<file path="config.mk">
export PLATFORM = sky130hd
export DESIGN_NAME = serial_add_seq
export DESIGN_NICKNAME = d
export VERILOG_FILES = /design/src/rtl/serial_add_seq.sv
export SDC_FILE = /design/constraint.sdc
export NUM_CORES = 1
export LEC_CHECK = 0
export BUFFER_PORTS_ARGS = -buffer_cell sky130_fd_sc_hd__buf_2
export CAP_MARGIN = 0
export CORE_MARGIN = 1
export CORE_UTILIZATION = 53
export DETAILED_ROUTE_END_ITERATION = 10
export PLACE_DENSITY_LB_ADDON = 0.05
export SLEW_MARGIN = 20
export SYNTH_ARGS = -nofsm -noshare
export SYNTH_HDL_FRONTEND = slang
export SYNTH_SLANG_ARGS = --single-unit
</file>
<file path="constraint.sdc">
create_clock -name clk -period 2.2 [get_ports clk]
set_clock_uncertainty 0.1 [all_clocks]
set_input_delay 0.22 -clock clk [delete_from_list [all_inputs] [get_ports clk]]
set_output_delay 0.22 -clock clk [all_outputs]
set_load 0.005 [all_outputs]
</file>
<file path="src/rtl/serial_add_seq.sv">
// serial_add_seq: bit-serial adder sequencer driving one external full-adder slice, LSB first.
// Latency: done pulses WIDTH+1 cycles after the accepting edge; one operation per WIDTH+2 cycles.
// Backpressure: start is sampled only in IDLE; requests while busy are dropped, not queued.
module serial_add_seq #(
  parameter int WIDTH = 8
) (
  input  logic             clk,
  input  logic             rst,
  input  logic             start,
  input  logic [WIDTH-1:0] a_in,
  input  logic [WIDTH-1:0] b_in,
  input  logic             cin,
  output logic             busy,
  output logic             done,
  output logic [WIDTH-1:0] sum,
  output logic             cout,
  output logic             slice_a,
  output logic             slice_b,
  output logic             slice_cin,
  input  logic             slice_s,
  input  logic             slice_cout
);

  // Bit counter only has to reach WIDTH-1, so ceil(log2(WIDTH)) bits suffice.
  localparam int              CNT_W    = (WIDTH > 1) ? $clog2(WIDTH) : 1;
  localparam logic [CNT_W-1:0] CNT_LAST = CNT_W'(WIDTH - 1);

  typedef enum logic [1:0] {
    IDLE = 2'd0,
    RUN  = 2'd1,
    DONE = 2'd2
  } state_t;

  state_t state;
  state_t state_nxt;

  // Operand shifters: bit 0 is always the bit currently presented to the slice.
  logic [WIDTH-1:0] a_sh;
  logic [WIDTH-1:0] b_sh;
  // Partial-sum shifter. Only the upper WIDTH-1 bits of a full WIDTH-bit
  // right-shifter ever survive to the final result (the bit falling out of
  // position 0 is discarded), so just those bits are kept.
  logic [WIDTH-2:0] sum_sh;
  logic [WIDTH-1:0] sum_nxt;
  logic             carry;
  logic [CNT_W-1:0] cnt;

  // Per-cycle control decoded from the FSM.
  logic load;
  logic step;
  logic last;

  // New sum bit enters at the MSB; after WIDTH steps the LSB of the operands
  // has travelled down to bit 0.
  assign sum_nxt = {slice_s, sum_sh};

  // State register.
  always_ff @(posedge clk or posedge rst) begin
    if (rst) begin
      state <= IDLE;
    end else begin
      state <= state_nxt;
    end
  end

  // Next-state decode, handshake outputs and slice drive.
  always_comb begin
    state_nxt = state;
    load      = 1'b0;
    step      = 1'b0;
    last      = 1'b0;
    busy      = 1'b0;
    done      = 1'b0;
    slice_a   = 1'b0;
    slice_b   = 1'b0;
    slice_cin = 1'b0;
    case (state)
      IDLE: begin
        if (start) begin
          load      = 1'b1;
          state_nxt = RUN;
        end
      end
      RUN: begin
        busy      = 1'b1;
        step      = 1'b1;
        slice_a   = a_sh[0];
        slice_b   = b_sh[0];
        slice_cin = carry;
        if (cnt == CNT_LAST) begin
          last      = 1'b1;
          state_nxt = DONE;
        end
      end
      DONE: begin
        // Single-cycle completion; start is not looked at here, which is what
        // forces the one IDLE cycle between back-to-back operations.
        busy      = 1'b1;
        done      = 1'b1;
        state_nxt = IDLE;
      end
      default: begin
        state_nxt = IDLE;
      end
    endcase
  end

  // Operand capture, per-bit shifting, carry feedback and bit counting.
  always_ff @(posedge clk or posedge rst) begin
    if (rst) begin
      a_sh   <= '0;
      b_sh   <= '0;
      sum_sh <= '0;
      carry  <= 1'b0;
      cnt    <= '0;
    end else if (load) begin
      a_sh  <= a_in;
      b_sh  <= b_in;
      carry <= cin;
      cnt   <= '0;
    end else if (step) begin
      a_sh   <= a_sh >> 1;
      b_sh   <= b_sh >> 1;
      sum_sh <= sum_nxt[WIDTH-1:1];
      carry  <= slice_cout;
      // Park at zero on the final bit so the counter never runs past WIDTH-1.
      cnt    <= last ? '0 : cnt + CNT_W'(1);
    end
  end

  // Result register: updated only on the final bit, so the previous result
  // stays visible for the whole of the next operation.
  always_ff @(posedge clk or posedge rst) begin
    if (rst) begin
      sum  <= '0;
      cout <= 1'b0;
    end else if (last) begin
      sum  <= sum_nxt;
      cout <= slice_cout;
    end
  end

endmodule

</file>
======== Word-level counts from Yosys, hierarchy flattened ========
Index checks and enable logic that the tools add are counted.
Widths: inputs -> output; s select.
word-level totals
  word-level logic and storage cells ...... 42
  output and inout port bits .............. 14
  register bits ........................... 38
operators by class
  $add $sub $neg .......................... 1
  mux-type cells .......................... 22
  reductions and logical operators ........ 5
  equal/unequal tests ..................... 5
  bitwise gates (word level) .............. 1
operators with widths
  kind                 count
  $mux 8               4
  $mux 1               12
  $mux 3               3
  $mux 2               2
  $ne 2x2->1 const B   2
  $pmux 2 s2           1
  $reduce_and 2->1     2
  $add 3x1->3 const B  1
  $eq 3x3->1 const B   1
  $eq 2x1->1 const B   1
  $eq 2x2->1 const B   1
  $logic_not 2->1      1
  $reduce_bool 2->1    1
  $reduce_or 2->1      1
  $not 1->1            1

======== Longest topological paths before layout ========
Gate-level depths: netlist (run 1).
  depth in word-level cells ............... 6
  gate-level depth with buffers ........... 7

======== Least setup slack after synthesis (run 1) ========
Ideal clock, no wire load.
  kind .................................... register to register
  start point ............................. register cnt[0]
  end point ............................... register state[0]
  required time ........................... 1.975 ns
  period minus slack after synthesis ...... 1.544 ns
  slack ................................... 0.656 ns
  setup time .............................. 0.125 ns
  buffers on the path ..................... 0
  stages on the path, launching flop included .. 5
  arrival ................................. 1.319 ns
  cells stage by stage .................... dfrtp_1 > ha_1 > ha_1 > o22ai_2 > mux2_2
on the way
  cells in the longest elaborated chain, start to end .. 3
RTL lines
  item                               RTL line  source
  start: declaration                 46        logic [CNT_W-1:0] cnt;
  start signal: assignment           127       cnt <= last ? '0 : cnt + CNT_W'(1);
  $eq 3x3->1                         90        if (cnt == CNT_LAST) begin
  $ne 2x2->1 (no source line)        -
  $reduce_and 2->1 (no source line)  -
  end signal: assignment             62        state <= state_nxt;
  end: declaration                   34        state_t state;
No other way between the ends.
A chain may end at the register's enable or synchronous reset.

======== Worst setup path in the final report (run 1) ========
  start point ............................. register state[1]
  end point ............................... output port slice_a
on the way
  cells in the longest elaborated chain, start to end .. 2
RTL lines
  item              RTL line  source
  $eq 2x1->1        77        case (state)
  $mux 1            77
  end: declaration  17        output logic slice_a,
No other way between the ends.

==> results of run 1 <==
stage by stage:
step	hold WS, ns	cell area (um2)	setup slack, ns
3_3_place_gp	0.249	1960	0.545
5_1_grt	0.0234	2200	0.0494
3_5_place_dp	0.266	1960	0.467
4_1_cts	0.00352	2190	0.0793
2_1_floorplan	0.237	1760	0.656
6_report	0.0210	2200	0.196
repair_timing:
action                                  4_1_cts  5_1_grt
resized for setup                             0        1
setup buffers                                 0        0
endpoints found under the setup margin        0        2
hold endpoints to repair                     54        2
hold buffers                                 17        1
sequential cells by signal, indices dropped and copies added, names as in the netlist:
name,flops
sum,8
b_sh,8
cnt,3
state,2
carry,1
a_sh,8
cout,1
sum_sh,7
per-layer routing:
layer,part of all wire,vias up
met4,0.025,0
li1,-,593
met5,0,-
met3,0.038,10
met1,0.44,584
met2,0.49,29
placed cells by master, fill, tap and decap left out, types with 5 or more instances in the layout:
master,count
mux2_4,9
mux2i_1,15
mux2_2,9
ha_1,6
buf_2,35
o21ai_1,10
dfrtp_1,38
o21ai_0,7
dlygate4sd3_1,18
clkbuf_4,5
nand2_1,21
cell families (layout without fill, tap and decap cells):
group / Yosys count / count (layout)
buffers and inverters: 13 / 70
and+or+nand+nor: 30 / 30
DFF: 38 / 38
AOI/OAI and AO/OA: 21 / 21
adders and majority gates: 7 / 7
muxes: 33 / 33
final cells by class:
type	count	area [um2]	share of cell area
flip-flops and latches	38	951	0.432
multi-input cells	91	731	0.332
repair buffers	57	385	0.175
clock buffers	7	55.1	0.0250
well taps	44	55.1	0.0250
inverters	5	21.3	0.00965
clock inverters	1	5.00	0.00227
how the worst min path moves through the flow:
stage	startpoint	end	slack, ns	depth (start not counted)
4_1_cts	slice_s	sum[7]	0.004	2
3_5_place_dp	rst	a_sh[5]	0.27	3
6_report	cin	carry	0.02	3
2_1_floorplan	a_in[0]	a_sh[0]	0.24	2
3_3_place_gp	rst	cout	0.25	3
5_1_grt	cin	carry	0.02	3
critical path: cells and delay by family, from the launching register on:
family,cells,cell delay [ns]
fa+ha+maj,1,0.28
simple gates,1,0.15
flops,1,0.42
buf+inv,3,0.49
report_power, final:
group	internal, uW	total (uW)	leakage (uW)	switching [uW]
logic	571	1070	0.000597	495
clock network	155	373	0.0000353	218
registers	1000	1180	0.000480	181
==> flow_summary.json, run 1 <==
{
  "synth_area_mm2": 0.00176,
  "fmax_ghz": 0.499,
  "synth_top_family_by_area": "multiplexers",
  "cts.sinks": 38,
  "tightest_slew_ns": 0.474,
  "rsz0062_at_grt": "no",
  "globalRouteTotalUtil": 0.214,
  "wl_per_cell_um": 13.2,
  "met2_usage": 0.352,
  "place.gp.congestion": 0.806,
  "cpPeakStageDelay_ns": 0.42,
  "synth_simple_gate_area_frac": 0.0803,
  "synth_cell_types": 20,
  "r2r_cells": 4,
  "synth_seq_cells": 38,
  "setup_viol": 0,
  "slew_headroom": 0.684,
  "drive_above_1_share": 0.342,
  "period_needed_ns": 2.00,
  "drt-vias-per-instance": 5.00,
  "core_area_mm2": 0.00310,
  "drc_errors": 0,
  "final.period_utilization": 0.911,
  "p_leak_uw": 0.00111,
  "synth.area.top_cells": "dfrtp_1 (54%), mux2i_1 (8.5%), mux2_4 (7.7%)",
  "port-buffer-count": 35,
  "cellPowerDensity_mw_per_mm2": 1190,
  "syn2layout_area_growth_pct": 25.2,
  "clk_pin_slew_ns": 0.10,
  "synth_top_cell_by_area": "dfrtp_1",
  "synthMuxAreaShare": 0.220,
  "path_max_fanout": 14,
  "synth_compound_area_frac": 0.0640,
  "worstReg2RegStart": "cnt[0]",
  "postRouteAntennaNets": 0,
  "grt_pass1_vias": 1233,
  "grt-ovfl-total": 0,
  "ys.warnings.count": 0,
  "fin_cells": 243,
  "power.total_uw": 2620,
  "dieArea_mm2": 0.00356,
  "die_h_um": 59.6,
  "postSynthAreaPerCell_um2": 12.4,
  "worstPathArrival_ns": 1.68,
  "post-route-util": 0.710,
  "critPathCapture": "slice_a",
  "slew_viol_final": 0,
  "yosysTopAreaCellShare": 0.540,
  "synth_edf_count": 0,
  "finalWirelength_mm": 3.20,
  "grt_max_degree": 39,
  "crit_chain": "inv_1 -> ha_2 -> buf_4 -> and2_1 -> buf_2",
  "start_kind": "flop",
  "row_count": 20,
  "cts_tree": "built",
  "hold_class": "in -> reg",
  "ys_seq_area_frac": 0.540,
  "synthAdderAreaFrac": 0.0498,
  "regToRegSetupSlack_ns": 0.54,
  "fillers": 274,
  "antennaDiodeCount": 0,
  "yosys-top-cells-count": "dfrtp_1 (38), nand2_1 (21), mux2i_1 (15), o21ai_1 (10)",
  "die_w_um": 59.6,
  "critPathLaunch": "state[1]",
  "synth_nets": 171,
  "critPathKind": "reg -> out",
  "synth_xor_area_frac": 0,
  "required_ns": 1.88,
  "hold_viol": 0,
  "io_pins": 36,
  "status": "finished clean",
  "async_flop_share": 1.00,
  "maxCapViolCount": 0,
  "worstReg2RegEnd": "state[1]",
  "vias": 1216,
  "drt_iter0_drc": 49,
  "antenna_found_initial": 0,
  "top_usage_layer": "met2",
  "crit_path_end_kind": "primary output",
  "cp_slowest_cell": "dfrtp_1",
  "hpwl_mm": 2.12,
  "first_pass_iters": 4,
  "synthCells": 142,
  "cts_made_buffers": 5,
  "layout.nets": 227,
  "cts-root-buf": "clkbuf_4",
  "use_met3": 0.0502,
  "ir_drop_mv": 0.783,
  "ctsLongestPathBuffers": 2,
  "post-place-cells": 217,
  "grt_pass1_wl_mm": 5.42,
  "setup_tns_ns": 0,
  "yosysMostFrequentCell": "dfrtp_1",
  "grt_use_met1": 0.260,
  "synthFlopType": "dfrtp_1",
  "clock_latency_ns": 0.35,
  "start_util": 0.567,
  "cts_max_level": 2
}
No activity file was read; power rests on OpenSTA's default activity.
==> run 2, diff against run 1 <==
--- a/config.mk
+++ b/config.mk
@@ -11,7 +11,7 @@
 export CORE_UTILIZATION = 53
 export DETAILED_ROUTE_END_ITERATION = 10
 export PLACE_DENSITY_LB_ADDON = 0.05
-export SLEW_MARGIN = 20
+export REMOVE_ABC_BUFFERS = 1
 export SYNTH_ARGS = -nofsm -noshare
 export SYNTH_HDL_FRONTEND = slang
 export SYNTH_SLANG_ARGS = --single-unit
==> run 2 against run 1 <==
Compared with the run above:
- critical path depth unchanged
- worst setup slack better by 0.041 ns
- hold slack improved by 0.019 ns
- flip-flop and latch count unchanged
- clock-buffer cell count is 2 lower
- largest cell class unchanged
- highest routed layer unchanged
==> flow_summary.json, run 2 (synthesized netlist as in run 1, its figures left out) <==
{
  "status": "finished clean",
  "dpl_cell_area_mm2": 0.00196,
  "rsz0062_at_grt": "no",
  "antenna_found_initial": 0,
  "cts_made_buffers": 5,
  "cts.sinks": 38,
  "sw_frac_of_total": 0.330,
  "die_w_um": 59.6,
  "cts_max_level": 2,
  "slew_headroom": 0.691,
  "required_ns": 1.88,
  "vias": 1191,
  "antennaDiodeCount": 0,
  "post-place-cells": 217,
  "crit_path_end_kind": "primary output",
  "clk_pin_slew_ns": 0.10,
  "dieArea_mm2": 0.00356,
  "start_kind": "flop",
  "maxCapViolCount": 0,
  "worst_hold_slack_ns": 0.0398,
  "crit_chain": "inv_1 -> ha_1 -> buf_4 -> and2_1 -> buf_2",
  "port-buffer-count": 35,
  "final.period_utilization": 0.892,
  "grt_max_degree": 39,
  "io_pins": 36,
  "p_int_uw": 1800,
  "globalRouteTotalUtil": 0.201,
  "p_seq_frac": 0.438,
  "p_switching_uw": 888,
  "die_h_um": 59.6,
  "final_area_mm2": 0.00223,
  "cpPeakStageDelay_ns": 0.41,
  "start_util": 0.567,
  "p_leak_uw": 0.00113,
  "worstPathArrival_ns": 1.64,
  "post_cts_buffers": 0,
  "cellPowerDensity_mw_per_mm2": 1210,
  "grt_pass1_vias": 1231,
  "drt-vias-per-instance": 4.88,
  "critPathKind": "reg -> out",
  "period_needed_ns": 1.96,
  "path_max_fanout": 14,
  "row_count": 20,
  "cp_slowest_cell": "dfrtp_1",
  "fin_cells": 244,
  "clock_latency_ns": 0.34,
  "share_comb_of_total_power": 0.392,
  "layout.nets": 228,
  "first_pass_iters": 4,
  "hpwl_mm": 1.97,
  "wl_per_cell_um": 12.2,
  "core_area_mm2": 0.00310,
  "setup_tns_ns": 0,
  "syn2layout_area_growth_pct": 26.6,
  "hold_viol": 0,
  "drt_iter0_drc": 43,
  "tightest_slew_ns": 0.464,
  "place.gp.congestion": 0.684,
  "setup_viol": 0,
  "hold_class": "in -> reg",
  "final_common_cell": "dfrtp_1",
  "mostFrequentLayoutCells": "dfrtp_1 (38), buf_2 (35), nand2_1 (21)",
  "postRouteAntennaNets": 0,
  "finalWirelength_mm": 2.99,
  "critPathTopFamily": "buffers and inverters",
  "drc_errors": 0,
  "ctsLongestPathBuffers": 2,
  "fmax_ghz": 0.509,
  "reg_top3": "a_sh: 8 flops, b_sh: 8 flops, sum: 8 flops",
  "drive_above_1_share": 0.340,
  "cts_tree": "built",
  "ir_drop_mv": 0.755,
  "cts-root-buf": "clkbuf_4",
  "grt-ovfl-total": 0,
  "slew_viol_final": 0,
  "critical_path_buf_inv_count": 3,
  "grt_pass1_wl_mm": 5.14,
  "p_clk_frac": 0.170
}
-- run 2: cell count changes in the layout (fill, tap and decap cells not counted), sizes merged --
| cell | previous run | this run |
|---|---|---|
| clkinv | 1 | 2 |
| clkbuf | 7 | 5 |
| dlygate4sd3 | 18 | 19 |
| bufinv | 0 | 1 |
-- run 2: worst register-to-register path, cell delays in order (launching register included) --
cell     delay (ns)
dfrtp_1        0.41
inv_1          0.13
ha_1           0.25
buf_4          0.27
nand2_4        0.17
mux2_4         0.33
-- run 2: area by class of cell --
type	instances	area, um2
timing repair buffer	58	395
fill	229	875
sequential	38	951
clock inverter	3	40.0
multi-input combinational	91	728
inverter	5	21.3
tap	44	55.1
clock buffer	5	37.5
-- run 2: worst paths after layout --
kind                           from   endpoint  slack, ns  cells past startpoint
setup / recovery           state[1]  slice_cin       0.24                      5
hold / removal              slice_s     sum[7]       0.04                      2
setup reg to reg           state[1]     sum[7]       0.45                      5
hold reg to reg              sum[6]     sum[6]       0.42                      1
max in group asynchronous       rst   state[0]       1.25                      4
min in group asynchronous       rst     sum[2]       0.42                      4
-- run 2: power by group through the flow --
stage,registers (uW),logic [uW],clock network (uW)
floorplan,1150,787,0
global route,1220,1190,505
global placement,1180,999,0
finish,1180,1060,459
detailed placement,1200,1040,0
CTS,1180,1070,472
-- run 2: through the flow --
step / total power, uW / utilization / setup slack [ns]
after detailed placement: 2240 / 0.632 / 0.445
after floorplan: 1930 / - / 0.0658
after global placement: 2170 / 0.632 / 0.521
after CTS: 2730 / 0.715 / 0.215
final: 2690 / 0.718 / 0.237
after global routing: 2920 / 0.718 / 0.119
-- run 2: per-layer routing --
metal	global-route usage	wire [um]	up-vias
met4	0.0797	46	0
li1	-	-	598
met1	0.229	1380	561
met5	0	0	-
met2	0.345	1420	26
met3	0.0677	137	6
-- run 2: timing repair --
item	4_1_cts	5_1_grt
setup endpoints to repair	0	0
resized for setup	0	0
endpoints found under the hold margin	55	1
hold buffers	18	1
